<file path="src/rtl/xmem_pair_seq.sv">
// Pair sequencer: reads consecutive word pairs from the image memory and hands
// them to the alignment accelerator over valid/ready. Optional run repeat: XMEM_PAIR_SEQ_LOOP_EN.
module xmem_pair_seq #(
   parameter int DATA_W = 24,
   parameter int ADDR_W = 10,
   parameter int CNT_W  = 9
) (
   input  logic              clk,
   input  logic              rstn,
   input  logic              start,
   input  logic              abort,
`ifdef XMEM_PAIR_SEQ_LOOP_EN
   input  logic              loop,
`endif
   input  logic [ADDR_W-1:0] base_addr,
   input  logic [CNT_W-1:0]  pair_cnt,
   output logic              mem_rd_en,
   output logic [ADDR_W-1:0] mem_addr,
   input  logic [DATA_W-1:0] mem_rdata,
   output logic [DATA_W-1:0] xdata1,
   output logic [DATA_W-1:0] xdata2,
   output logic              x_valid,
   input  logic              x_ready,
   output logic              busy,
   output logic              done
);

   typedef enum logic [2:0] {
      IDLE  = 3'd0,
      RD_A  = 3'd1,
      RD_B  = 3'd2,
      CAP_B = 3'd3,
      OUT   = 3'd4,
      FIN   = 3'd5
   } state_t;

   state_t            state_r, state_s;
   logic [ADDR_W-1:0] ptr_r, ptr_s;
   logic [CNT_W-1:0]  rem_r, rem_s;
   logic              mem_rd_en_r, mem_rd_en_s;
   logic [ADDR_W-1:0] mem_addr_r, mem_addr_s;
   logic [DATA_W-1:0] xdata1_r, xdata1_s;
   logic [DATA_W-1:0] xdata2_r, xdata2_s;
   logic              x_valid_r, x_valid_s;
   logic              busy_r, busy_s;
   logic              done_r, done_s;
`ifdef XMEM_PAIR_SEQ_LOOP_EN
   logic [ADDR_W-1:0] base_lat_r, base_lat_s;
   logic [CNT_W-1:0]  cnt_lat_r, cnt_lat_s;
   logic              loop_pend_r, loop_pend_s;
`endif

   // Address arithmetic wraps naturally at the memory size.
   function automatic logic [ADDR_W-1:0] addr_add(input logic [ADDR_W-1:0] a,
                                                  input logic [ADDR_W-1:0] inc);
      return a + inc;
   endfunction

   // Next-state and next-output computation; all outputs are registered below.
   always_comb begin
      state_s     = state_r;
      ptr_s       = ptr_r;
      rem_s       = rem_r;
      mem_rd_en_s = 1'b0;
      mem_addr_s  = mem_addr_r;
      xdata1_s    = xdata1_r;
      xdata2_s    = xdata2_r;
      x_valid_s   = 1'b0;
      busy_s      = busy_r;
      done_s      = 1'b0;
`ifdef XMEM_PAIR_SEQ_LOOP_EN
      base_lat_s  = base_lat_r;
      cnt_lat_s   = cnt_lat_r;
      loop_pend_s = loop_pend_r;
`endif
      if (abort && (state_r != IDLE)) begin
         state_s = IDLE;
         busy_s  = 1'b0;
`ifdef XMEM_PAIR_SEQ_LOOP_EN
         loop_pend_s = 1'b0;
`endif
      end else begin
         case (state_r)
            IDLE: begin
               if (start) begin
                  ptr_s  = base_addr;
                  rem_s  = pair_cnt;
                  busy_s = 1'b1;
`ifdef XMEM_PAIR_SEQ_LOOP_EN
                  base_lat_s  = base_addr;
                  cnt_lat_s   = pair_cnt;
                  loop_pend_s = 1'b0;
`endif
                  if (pair_cnt != {CNT_W{1'b0}}) begin
                     state_s     = RD_A;
                     mem_rd_en_s = 1'b1;
                     mem_addr_s  = base_addr;
                  end else begin
                     state_s = FIN;
                     done_s  = 1'b1;
                  end
               end else begin
                  state_s = IDLE;
               end
            end
            RD_A: begin
               state_s     = RD_B;
               mem_rd_en_s = 1'b1;
               mem_addr_s  = addr_add(ptr_r, ADDR_W'(1));
            end
            RD_B: begin
               state_s  = CAP_B;
               xdata1_s = mem_rdata;
            end
            CAP_B: begin
               state_s   = OUT;
               xdata2_s  = mem_rdata;
               x_valid_s = 1'b1;
            end
            OUT: begin
               if (x_ready) begin
                  ptr_s = addr_add(ptr_r, ADDR_W'(2));
                  rem_s = rem_r - CNT_W'(1);
                  if (rem_r != CNT_W'(1)) begin
                     state_s     = RD_A;
                     mem_rd_en_s = 1'b1;
                     mem_addr_s  = addr_add(ptr_r, ADDR_W'(2));
                  end else begin
                     state_s = FIN;
                     done_s  = 1'b1;
`ifdef XMEM_PAIR_SEQ_LOOP_EN
                     loop_pend_s = loop;
`endif
                  end
               end else begin
                  x_valid_s = 1'b1;
               end
            end
            FIN: begin
`ifdef XMEM_PAIR_SEQ_LOOP_EN
               // A pending loop restarts from the latched run parameters.
               if (loop_pend_r) begin
                  state_s     = RD_A;
                  ptr_s       = base_lat_r;
                  rem_s       = cnt_lat_r;
                  mem_rd_en_s = 1'b1;
                  mem_addr_s  = base_lat_r;
                  loop_pend_s = 1'b0;
               end else begin
                  state_s = IDLE;
                  busy_s  = 1'b0;
               end
`else
               state_s = IDLE;
               busy_s  = 1'b0;
`endif
            end
            default: begin
               state_s = IDLE;
               busy_s  = 1'b0;
            end
         endcase
      end
   end

   // State and output registers.
   always_ff @(posedge clk or negedge rstn) begin
      if (!rstn) begin
         state_r     <= IDLE;
         ptr_r       <= {ADDR_W{1'b0}};
         rem_r       <= {CNT_W{1'b0}};
         mem_rd_en_r <= 1'b0;
         mem_addr_r  <= {ADDR_W{1'b0}};
         xdata1_r    <= {DATA_W{1'b0}};
         xdata2_r    <= {DATA_W{1'b0}};
         x_valid_r   <= 1'b0;
         busy_r      <= 1'b0;
         done_r      <= 1'b0;
`ifdef XMEM_PAIR_SEQ_LOOP_EN
         base_lat_r  <= {ADDR_W{1'b0}};
         cnt_lat_r   <= {CNT_W{1'b0}};
         loop_pend_r <= 1'b0;
`endif
      end else begin
         state_r     <= state_s;
         ptr_r       <= ptr_s;
         rem_r       <= rem_s;
         mem_rd_en_r <= mem_rd_en_s;
         mem_addr_r  <= mem_addr_s;
         xdata1_r    <= xdata1_s;
         xdata2_r    <= xdata2_s;
         x_valid_r   <= x_valid_s;
         busy_r      <= busy_s;
         done_r      <= done_s;
`ifdef XMEM_PAIR_SEQ_LOOP_EN
         base_lat_r  <= base_lat_s;
         cnt_lat_r   <= cnt_lat_s;
         loop_pend_r <= loop_pend_s;
`endif
      end
   end

   assign mem_rd_en = mem_rd_en_r;
   assign mem_addr  = mem_addr_r;
   assign xdata1    = xdata1_r;
   assign xdata2    = xdata2_r;
   assign x_valid   = x_valid_r;
   assign busy      = busy_r;
   assign done      = done_r;

endmodule

</file>
<file path="config.mk">
export PLATFORM = sky130hd
export DESIGN_NAME = xmem_pair_seq
export DESIGN_NICKNAME = d
export VERILOG_FILES = /design/src/rtl/xmem_pair_seq.sv
export SDC_FILE = /design/constraint.sdc
export NUM_CORES = 1
export LEC_CHECK = 0
export CAP_MARGIN = 25
export CORE_ASPECT_RATIO = 0.8
export CORE_MARGIN = 4
export CORE_UTILIZATION = 30
export DETAILED_ROUTE_END_ITERATION = 10
export GPL_ROUTABILITY_DRIVEN = 0
export SKIP_LAST_GASP = 1
export SYNTH_ARGS = -nofsm -noshare
export SYNTH_HDL_FRONTEND = slang
export SYNTH_SLANG_ARGS = --single-unit
</file>
<file path="constraint.sdc">
create_clock -name clk -period 2.4 [get_ports clk]
set_clock_uncertainty 0.05 [all_clocks]
set_input_delay 0.24 -clock clk [delete_from_list [all_inputs] [get_ports clk]]
set_output_delay 0.24 -clock clk [all_outputs]
set_load 0.005 [all_outputs]
</file>
== Yosys cells after proc, flatten, opt, wreduce, memory -nomap -nowiden ==
Index checks and enable logic that the tools add are counted.

* Divide/modulo/power cells: 0
* Order comparisons: 0
* Add/sub/neg operators: 3
* Bitwise operators: 1
* Multiplexer cells: 35
* Shift-type cells: 0
* Equality and inequality tests: 12
* Reduce and logical (&&, ||, !) cells: 12
* Multiply operators: 0

{| class="wikitable"
|+ Operators by type and width
! operator !! number
|-
| $mux 10 || 6
|-
| $pmux 10 s3 || 1
|-
| $pmux 10 s2 || 1
|-
| $mux 9 || 2
|-
| $pmux 9 s2 || 1
|-
| $mux 3 || 5
|-
| $pmux 3 s5 || 1
|-
| $mux 1 || 14
|-
| $add 10x1->10 const B || 1
|-
| $add 10x2->10 const B || 1
|-
| $ne 9x1->1 const B || 1
|-
| $reduce_bool 9->1 || 1
|-
| $sub 9x1->9 const B || 1
|-
| $ne 2x2->1 const B || 4
|-
| $eq 3x2->1 const B || 2
|-
| $ne 3x3->1 const B || 2
|-
| $pmux 1 s2 || 3
|-
| $reduce_and 2->1 || 3
|-
| $reduce_and 6->1 || 1
|-
| $reduce_bool 3->1 || 2
|-
| $reduce_and 4->1 || 1
|-
| $reduce_or 4->1 || 1
|-
| $eq 3x1->1 const B || 1
|-
| $eq 3x3->1 const B || 1
|-
| other kinds (6) || 6
|}

* Output and inout port bits: 62
* Bits in read-only memories: 0
* Memory bits (writable): 0
* Logic and storage cells: 73
* Bits in latches: 0
* Flip-flop bits (word level): 84
* Bits of input ports: 48
* Memories kept: 0

== Depth between registers and ports, before layout ==
Gate-level depths: netlist of the first run.

* Depth in word-level cells: 5
* Gate-level depth with buffers: 8
* Mapped depth without buffers: 7

== Worst setup path before layout of the first run ==
Ideal clock, no wire load.

* Kind: register -> register
* Start point: register state_r[1]
* End point: register mem_addr_r[0], in the netlist mem_addr[0]
* Setup slack: 0.489 ns
* Data arrival time: 1.736 ns
* Clock period less this slack: 1.911 ns
* Cell stages (with the launch flop): 8
* Path through: dfrtp_1 buf_6 or3b_1 buf_2 a211oi_2 o31ai_2 inv_2 mux2_4

* Cells in the longest elaborated chain, start to end: 4
* Elaborated cells between the ends (all ways): 13
* Classes of those cells: 6 x eq/ne; 1 x mux; 1 x bitwise; 5 x reduce/logical

{| class="wikitable"
|+ RTL lines
! item !! line !! RTL
|-
| start, declared || 37 || <nowiki>state_t state_r, state_s;</nowiki>
|-
| start signal, assigned || 185 || <nowiki>state_r <= state_s;</nowiki>
|-
| parallel branches: the longest is 4 deep, another holds $reduce_and 6->1 || -- ||
|-
| end signal, assigned || 173 || <nowiki>mem_addr_r <= {ADDR_W{1'b0}};</nowiki>
|-
| end signal, assigned || 189 || <nowiki>mem_addr_r <= mem_addr_s;</nowiki>
|-
| end, declared || 41 || <nowiki>logic [ADDR_W-1:0] mem_addr_r, mem_addr_s;</nowiki>
|}

Parallel ways; which one is timed is not known.
A chain may end at the register's enable or synchronous reset.

== Worst setup path in the final report of the first run ==
* Start point: register rem_r[1]
* End point: register mem_addr_r[0], in the netlist mem_addr[0]

* Cells in the longest elaborated chain, start to end: 3

{| class="wikitable"
|+ RTL lines
! item !! line !! RTL
|-
| start, declared || 39 || <nowiki>logic [CNT_W-1:0] rem_r, rem_s;</nowiki>
|-
| start signal, assigned || 171 || <nowiki>rem_r <= {CNT_W{1'b0}};</nowiki>
|-
| start signal, assigned || 187 || <nowiki>rem_r <= rem_s;</nowiki>
|-
| $ne 9x1->1 || 124 || <nowiki>if (rem_r != CNT_W'(1)) begin</nowiki>
|-
| $ne 2x2->1 (no line) || -- ||
|-
| $reduce_and 6->1 (no line) || -- ||
|}

Every way passes these cells.

==> impl_metrics.toml, run 1 <==
[detailed_routing]
drt-pass1-iter-count = 4
final_antenna_net_count = 0
num_vias = 3324
routed_wl_mm = 11.0
post_drt_wl_per_cell_um = 16.5
drc = 0
drt_iter0_drc = 218
vias_per_cell = 4.98

[timing]
finalCriticalPeriod_ns = 2.21
worstMarginPinSlew_ns = 0.757
finalSetupTns_ns = 0
max_freq_ghz = 0.452
hold_slack_ns = 0.431
relSlewSlack_pct = 49.4
fin_ws_ns = 0.186
setup_violations = 0
rsz0062_at_grt = "false"
hold_viol_final = 0
min_period_over_period_pct = 92.2
maxSlewViolCount = 0

[pwr]
intPower_mw = 4.97
p_leak_nw = 2.34
vdd_ir_drop_max_mv = 0.537
total_power_mw = 7.45
power_density_mw_per_mm2 = 1290
power_switching_share_pct = 33.3
power_frac_comb_pct = 43.7
seqPwrFrac_pct = 36.1
power.share.clock_pct = 20.3
power.switching_mw = 2.48

[final_layout]
final_common_cell = "clkdlybuf4s50_1"
final_cell_mix = "clkdlybuf4s50_1, dfrtp_1, mux2_2"
drive_gt1_share_pct = 18.9
fin_area_mm2 = 0.00579
syn_to_final_growth_pct = 40.8
fin_nets = 540
fin_cells = 668
post-route-util_pct = 44.0
antenna_cells = 0

[worst_setup_path]
crit_arrival_ns = 2.37
path_max_fanout = 6
reg2regPathDepth = 7
crit_type = "reg2reg"
startpoint_type = "register"
end_kind = "register"
crit_required_ns = 2.56

[placement]
placed_cells = 651
io_buffers = 109
dp_slack_ns = 0.0260
hpwl_mm = 8.07
dpl-instance-area_mm2 = 0.00545

[logic_synthesis]
synth_top_area_cell = "dfrtp_1"
ys_warn_count = 0
synth_edf_count = 0
synth_top_area_share_pct = 51.1
synth_area_per_cell_um2 = 10.9
async_flop_share_pct = 100
synthMuxAreaShare_pct = 15.0
synth_compound_area_share_pct = 14.8
ys.flop_type = "dfrtp_1"
synthXorXnorAreaFrac_pct = 1.07
seq_area_frac_synth_pct = 51.1
synth_top_family_by_area = "multiplexers"
ys_top_cells_by_area = "dfrtp_1, mux2_2, a21oi_1, o21ai_0, nor2_1"
synthesis.nets = 429
syn_inst = 377
synthSimpleGateAreaFrac_pct = 13.1
yosysUniqueCellTypes = 54
synth_fa_ha_area_share_pct = 1.46
synth-seq-cells = 84
syn-cell-area_mm2 = 0.00411

[global_routing]
use_met2_pct = 22.4
grt_max_degree = 47
grt_use_met1_pct = 19.8
gr-total-overflow = 0
antenna_found_initial = 0
top_usage_layer = "met2"
grt_first_pass_wirelength_mm = 17.9
grt_pass1_vias = 3351
met3_usage_pct = 2.96
grt_util_all_layers_pct = 14.1

[clock_tree]
clockRootBuffer = "clkbuf_16"
cts.htree.levels = 3
clock_latency_ns = 0.33
cts.repair.resized = 0
clock_sinks = 84
postCtsSetupBuffers = 0
cts_tree = "done"
numCtsBuffers = 9
cts.clk_slew.worst_paths_ns = 0.07
ctsLongestPathBuffers = 2
holdBufCountCts = 1

[run_status]
status = "finished, final reports clean"

[floorplanning]
boundaryPins = 110
core_mm2 = 0.0131
die-area_mm2 = 0.0156
start_util_pct = 31.3
fp.dieW_um = 139
rows = 37
fp.dieH_um = 113

[hold_path]
hold_path.class = "in2async"

[job]
drv_cap = 0
-- area by class of cell --
cell class	instances	area [um^2]
Fill cell	1266	7360
Sequential cell	84	2100
Multi-Input combinational cell	262	1870
Timing Repair Buffer	124	1240
Clock buffer	11	243
Tap cell	175	219
Clock inverter	5	85.1
Inverter	7	26.3
-- critical path, cell delays in order, from the launching register on --
cell      delay [ns]
dfrtp_1         0.38
inv_1           0.11
ha_1            0.18
nor4b_2         0.39
a211oi_2        0.15
o31ai_2         0.38
inv_2           0.15
mux2_4          0.32
-- per-layer routing --
layer / up-vias / wire [um]
li1: 1596 / -
met1: 1643 / 5270
met2: 76 / 5200
met3: 9 / 444
met4: 0 / 110
met5: - / 0
-- kinds of logic after synthesis --
kind of cell             Yosys count
XOR/XNOR                           5
AO/OA/AOI/OAI                     98
multiplexers                      54
adder cells (fa/ha/maj)            5
buffers and inverters             31
AND/OR/NAND/NOR                  100
flip-flops                        84
-- power by group through the flow --
stage               clock network [mW]  logic (mW)  registers (mW)
floorplan                            0        1.73            2.57
global placement                     0        3.21            2.67
detailed placement                   0        3.28            2.71
CTS                               1.56        3.30            2.69
global route                      1.63        3.55            2.80
finish                            1.51        3.25            2.69
-- cells in the mapped netlist (2+ instances only) --
cell type and count:
o21ai_1 9, nor4_1 3, buf_2 8, a41oi_1 2, or2_2 2, nand2_1 22, a21oi_1 27, xnor2_1 3
a31oi_1 5, mux2i_1 3, mux2_2 48, nand4_1 4, o2bb2ai_1 3, a21o_1 2, or3b_1 2, nand2b_1 2
and3_1 3, a211oi_2 2, o21ai_0 24, mux2_4 3, nor2_1 25, dfrtp_1 84, nor3_1 12, inv_1 6
a21boi_0 2, clkbuf_1 14, buf_6 2, o21a_1 2, xor2_1 2, and2_1 2, a221oi_1 2, nor2b_1 5
o22ai_1 3, nand3_1 10, o211ai_1 3, a22oi_1 5, ha_1 4
-- worst paths after layout --
path | from | to | slack (ns)
setup / recovery | rem_r[1] | mem_addr[0] | 0.19
hold / removal | rstn | xdata1[16] | 0.43
setup reg to reg | rem_r[1] | mem_addr[0] | 0.19
hold reg to reg | mem_addr[2] | mem_addr[2] | 0.43
max in group asynchronous | rstn | state_r[2] | 1.22
min in group clk | mem_addr[2] | mem_addr[2] | 0.43
-- flip-flops by register name (all words and copies together) (netlist names) --
| register | count |
|---|---|
| xdata1 | 24 |
| xdata2 | 24 |
| rem_r | 9 |
| state_r | 3 |
| busy | 1 |
| mem_addr | 10 |
| done | 1 |
| x_valid | 1 |
| mem_rd_en | 1 |
| ptr_r | 10 |
Note: power is estimated with default switching activity, not from simulation.
==> run 2, diff against run 1 <==
Settings changed: CELL_PAD_IN_SITES_DETAIL_PLACEMENT set to 1, CELL_PAD_IN_SITES_GLOBAL_PLACEMENT set to 2, CORE_MARGIN 4 to 2, PLACE_DENSITY_LB_ADDON set to 0.1, REMOVE_ABC_BUFFERS set to 1.
==> run 2 against run 1 <==
  * Worst setup slack better by 0.11 ns
  * Non-clock buffer count increased by 8
  * Via count increased by 1.3%
  * Wire length is 7.6% higher
  * Flip-flop and latch count unchanged
  * Sequential power barely moved
  * Clock-buffer cell count shrank 1
  * Power decreased by 0.14%
  * Critical path type unchanged
==> impl_metrics.toml, run 2 (synthesis results as in run 1) <==
[clock_tree]
ctsLongestPathBuffers = 2
clock_sinks = 84
clockRootBuffer = "clkbuf_16"
numCtsBuffers = 9
cts.htree.levels = 3
cts_tree = "done"
clock_latency_ns = 0.35
cts.clk_slew.worst_paths_ns = 0.07

[run_status]
status = "finished, final reports clean"

[worst_setup_path]
crit_chain = "inv_1, ha_1, nor4b_2, a211oi_2, o31ai_2, buf_4, nor2b_1, a31oi_1"
crit_arrival_ns = 2.27
end_kind = "register"
crit_slowest_cell = "dfrtp_1"
startpoint_type = "register"
path_max_fanout = 12
crit_type = "reg2reg"
crit_required_ns = 2.57
r2r_setup_slack_ns = 0.30
cpPeakStageDelay_ns = 0.37

[floorplanning]
core_mm2 = 0.0135
fp.dieW_um = 135
die-area_mm2 = 0.0147
start_util_pct = 30.5
fp.dieH_um = 109
boundaryPins = 110
rows = 38

[detailed_routing]
post_drt_wl_per_cell_um = 17.4
final_antenna_net_count = 0
drc = 0
vias_per_cell = 4.94
drt_iter0_drc = 135
routed_wl_mm = 11.9
num_vias = 3367
drt-pass1-iter-count = 4

[timing]
maxSlewViolCount = 0
relSlewSlack_pct = 61.9
setup_violations = 0
rsz0062_at_grt = "false"
worstMarginPinSlew_ns = 0.571
hold_viol_final = 0
max_freq_ghz = 0.476
finalSetupTns_ns = 0
finalCriticalPeriod_ns = 2.10
min_period_over_period_pct = 87.6
hold_slack_ns = 0.378

[global_routing]
grt_first_pass_wirelength_mm = 19.0
grt_pass1_vias = 3482
gr-total-overflow = 0
antenna_found_initial = 0
grt_max_degree = 44
grt_util_all_layers_pct = 16.9

[pwr]
intPower_mw = 4.89
seqPwrFrac_pct = 35.7
p_leak_nw = 2.37
power_switching_share_pct = 34.2
power_density_mw_per_mm2 = 1280
power.share.clock_pct = 18.8
vdd_ir_drop_max_mv = 0.505
power_frac_comb_pct = 45.4
power.switching_mw = 2.54

[final_layout]
fin_nets = 548
seq_area_mm2 = 0.00210
drive_gt1_share_pct = 20.2
final_common_cell = "clkdlybuf4s50_1"
final_cell_mix = "clkdlybuf4s50_1, dfrtp_1, mux2_2"
multi_input_area_mm2 = 0.00187
syn_to_final_growth_pct = 41.6
fillers = 1464
antenna_cells = 0

[placement]
io_buffers = 109
hpwl_mm = 8.49

[job]
drv_cap = 0

[hold_path]
hold_path.class = "in2async"
==> run 2: cell types whose count changed in the layout (fill, tap and decap cells not counted) <==
cell,delta
buf_4,+8
bufinv_16,-1
clkbuf_8,-1
clkinv_2,+2
==> run 2: worst paths after layout <==
| kind | from | to | cells after the start |
|---|---|---|---|
| max | rem_r[1] | mem_addr[7] | 8 |
| min | rstn | mem_addr[7] | 2 |
| max reg2reg | rem_r[1] | mem_addr[7] | 8 |
| min reg2reg | mem_addr[9] | mem_addr[9] | 2 |
| max in group asynchronous | rstn | xdata2[1] | 3 |
| min in group clk | base_addr[0] | ptr_r[0] | 3 |
==> run 2: power groups by stage <==
stage	logic, mW	registers (mW)	clock network (mW)
floorplan	1.54	2.65	0
global placement	3.38	2.65	0
detailed placement	3.43	2.69	0
CTS	3.45	2.67	1.45
global route	3.73	2.78	1.51
finish	3.38	2.66	1.40
==> run 2: per-layer routing <==
| metal | GRT usage (%) | wire length [um] | up-vias |
|---|---|---|---|
| li1 | - | - | 1622 |
| met1 | 22.9 | 5570 | 1673 |
| met2 | 26.8 | 5610 | 65 |
| met3 | 5.11 | 595 | 7 |
| met4 | 3.83 | 98 | 0 |
| met5 | 0 | 0 | - |
==> run 2: worst max-delay path: cells and delay by family, from the launching register on <==
kind	cells	cell delay [ns]
buffers and inverters	2	0.37
and+or+nand+nor	2	0.50
AOI/OAI and AO/OA	3	0.51
adders and majority gates	1	0.16
DFF	1	0.37
==> run 2: area by class of cell <==
| cell class | count | area share [%] |
|---|---|---|
| Clock buffer | 10 | 3.94 |
| Timing Repair Buffer | 132 | 22.4 |
| Tap cell | 180 | 3.87 |
| Sequential cell | 84 | 36.1 |
| Inverter | 7 | 0.452 |
| Clock inverter | 6 | 1.12 |
| Multi-Input combinational cell | 262 | 32.1 |
==> run 2: per-stage QoR <==
| step | setup slack (ns) | area (um^2) | std cells | power (mW) | util, % |
|---|---|---|---|---|---|
| 3_3_place_gp | 0.0695 | 5510 | 664 | 6.03 | 41.0 |
| 2_1_floorplan | -0.298 | 4000 | 353 | 4.19 | - |
| 5_1_grt | 0.134 | 5820 | 681 | 8.02 | 43.2 |
| 3_5_place_dp | 0.0150 | 5510 | 664 | 6.12 | 41.0 |
| 6_report | 0.297 | 5820 | 681 | 7.44 | 43.2 |
| 4_1_cts | 0.273 | 5820 | 681 | 7.57 | 43.2 |
==> run 2: repair_timing <==
| item | 4_1_cts | 5_1_grt |
|---|---|---|
| gates resized for setup | 0 | 0 |
| endpoints found under the hold margin | 42 | 0 |
| buffers inserted | 0 | 0 |
| hold buffers | 1 | 0 |
==> run 3, diff against run 2 <==
Clock period 2.4 ns to 2.58 ns, I/O delays scaled along.
==> run 3 against run 2 <==
  * Critical path depth fell by 3
  * Hold slack gained 0.010 ns
  * Core utilization shrank 0.21 points
  * Die area unchanged
  * Register-to-register slack improved by 0.15 ns
  * First-iteration DRC count fell by 12%
  * Via count down 1.5%
  * Sequential share of layout area rose by 0.18 points
==> impl_metrics.toml, run 3 (synthesis results as in run 1) <==
[worst_setup_path]
r2r_start = "state_r[1]"
crit_chain = "or4b_4, a31oi_1, o31ai_2, inv_2, mux2_4"
startpoint_type = "register"
crit_start = "state_r[1]"
r2r_setup_slack_ns = 0.45
critPathCapture = "mem_addr[4]"
r2r_end = "mem_addr[4]"
cp.depth = 5
crit_arrival_ns = 2.31
cp_top_family = "simple AND/OR/NAND/NOR gates"
crit_type = "reg2reg"
path_max_fanout = 14
cpPeakStageDelay_ns = 0.62
crit_slowest_cell = "or4b_4"
cp_num_buf_inv = 1
end_kind = "register"
crit_required_ns = 2.76
reg2regPathDepth = 5

[pwr]
vdd_ir_drop_max_mv = 0.383
total_power_mw = 7.01
p_leak_nw = 2.35
power_density_mw_per_mm2 = 1210

[clock_tree]
clock_sinks = 84
clockRootBuffer = "clkbuf_16"
numCtsBuffers = 9
ctsLongestPathBuffers = 2
cts_tree = "done"
postCtsSetupBuffers = 0
cts.htree.levels = 3
cts.clk_slew.worst_paths_ns = 0.06
clock_latency_ns = 0.34

[floorplanning]
fp.dieW_um = 135
start_util_pct = 30.5
boundaryPins = 110
rows = 38
core_mm2 = 0.0135
die-area_mm2 = 0.0147
fp.dieH_um = 109

[detailed_routing]
post_drt_wl_per_cell_um = 17.1
drt_iter0_drc = 119
drt-pass1-iter-count = 4
final_antenna_net_count = 0
drc = 0
routed_wl_mm = 11.5
vias_per_cell = 4.94
num_vias = 3317

[final_layout]
final_common_cell = "clkdlybuf4s50_1"
antenna_cells = 0
fin_area_mm2 = 0.00579
syn_to_final_growth_pct = 40.9
final_cell_mix = "clkdlybuf4s50_1, dfrtp_1, mux2_2"
drive_gt1_share_pct = 18.9
post-route-util_pct = 43.0
fin_nets = 540
fin_cells = 672

[placement]
hpwl_mm = 8.32
dp_slack_ns = 0.283
io_buffers = 109
placed_cells = 656
dpl-instance-area_mm2 = 0.00544

[timing]
fin_ws_ns = 0.448
hold_slack_ns = 0.388
maxSlewViolCount = 0
min_period_over_period_pct = 82.6
worstMarginPinSlew_ns = 0.763
finalCriticalPeriod_ns = 2.13
max_freq_ghz = 0.469
hold_viol_final = 0
relSlewSlack_pct = 48.9
finalSetupTns_ns = 0
rsz0062_at_grt = "false"
setup_violations = 0

[global_routing]
gr-total-overflow = 0
antenna_found_initial = 0
grt_first_pass_wirelength_mm = 18.7
grt_util_all_layers_pct = 16.5
grt_max_degree = 39
grt_pass1_vias = 3481

[job]
drv_cap = 0

[run_status]
status = "finished, final reports clean"

[hold_path]
hold_path.class = "in2async"
==> run 3: changes by cell type in the layout (fill, tap and decap cells not counted), sizes merged <==
cell      change
buf           -8
bufinv        +2
clkinv        -2
clkbuf        -1
clkinvlp      -1
inv           +1
==> run 3: worst min path at each step <==
stage	start	to	depth (start not counted)
6_report	rstn	mem_addr[8]	2
5_1_grt	rstn	mem_addr[7]	2
4_1_cts	rstn	mem_addr[8]	2
3_5_place_dp	rstn	mem_addr[8]	1
3_3_place_gp	rstn	mem_addr[7]	1
2_1_floorplan	rstn	busy	0
==> run 3: where the power goes <==
group,switching [mW],leakage [nW],internal [mW]
logic,1.23,1.16,1.78
registers,0.562,1.02,1.95
clock network,0.542,0.166,0.944
==> run 3: timing repair <==
item | CTS | global route
hold buffers | 1 | 0
hold endpoints to repair | 36 | 0
gates resized for setup | 0 | 0
==> run 3: area by class of cell <==
cell class | instances | area, um^2
inverter | 7 | 26.3
clock inverter | 6 | 113
multi-input combinational | 262 | 1870
fill | 1457 | 7670
sequential | 84 | 2100
clock buffer | 9 | 225
tap | 180 | 225
timing repair buffer | 124 | 1230
==> run 3: layer usage <==
metal | part of all wire [%] | global-route usage, %
met4 | 0.94 | 4.06
met5 | 0 | 0
met1 | 47 | 21.7
met2 | 48 | 27.0
met3 | 4.2 | 4.37
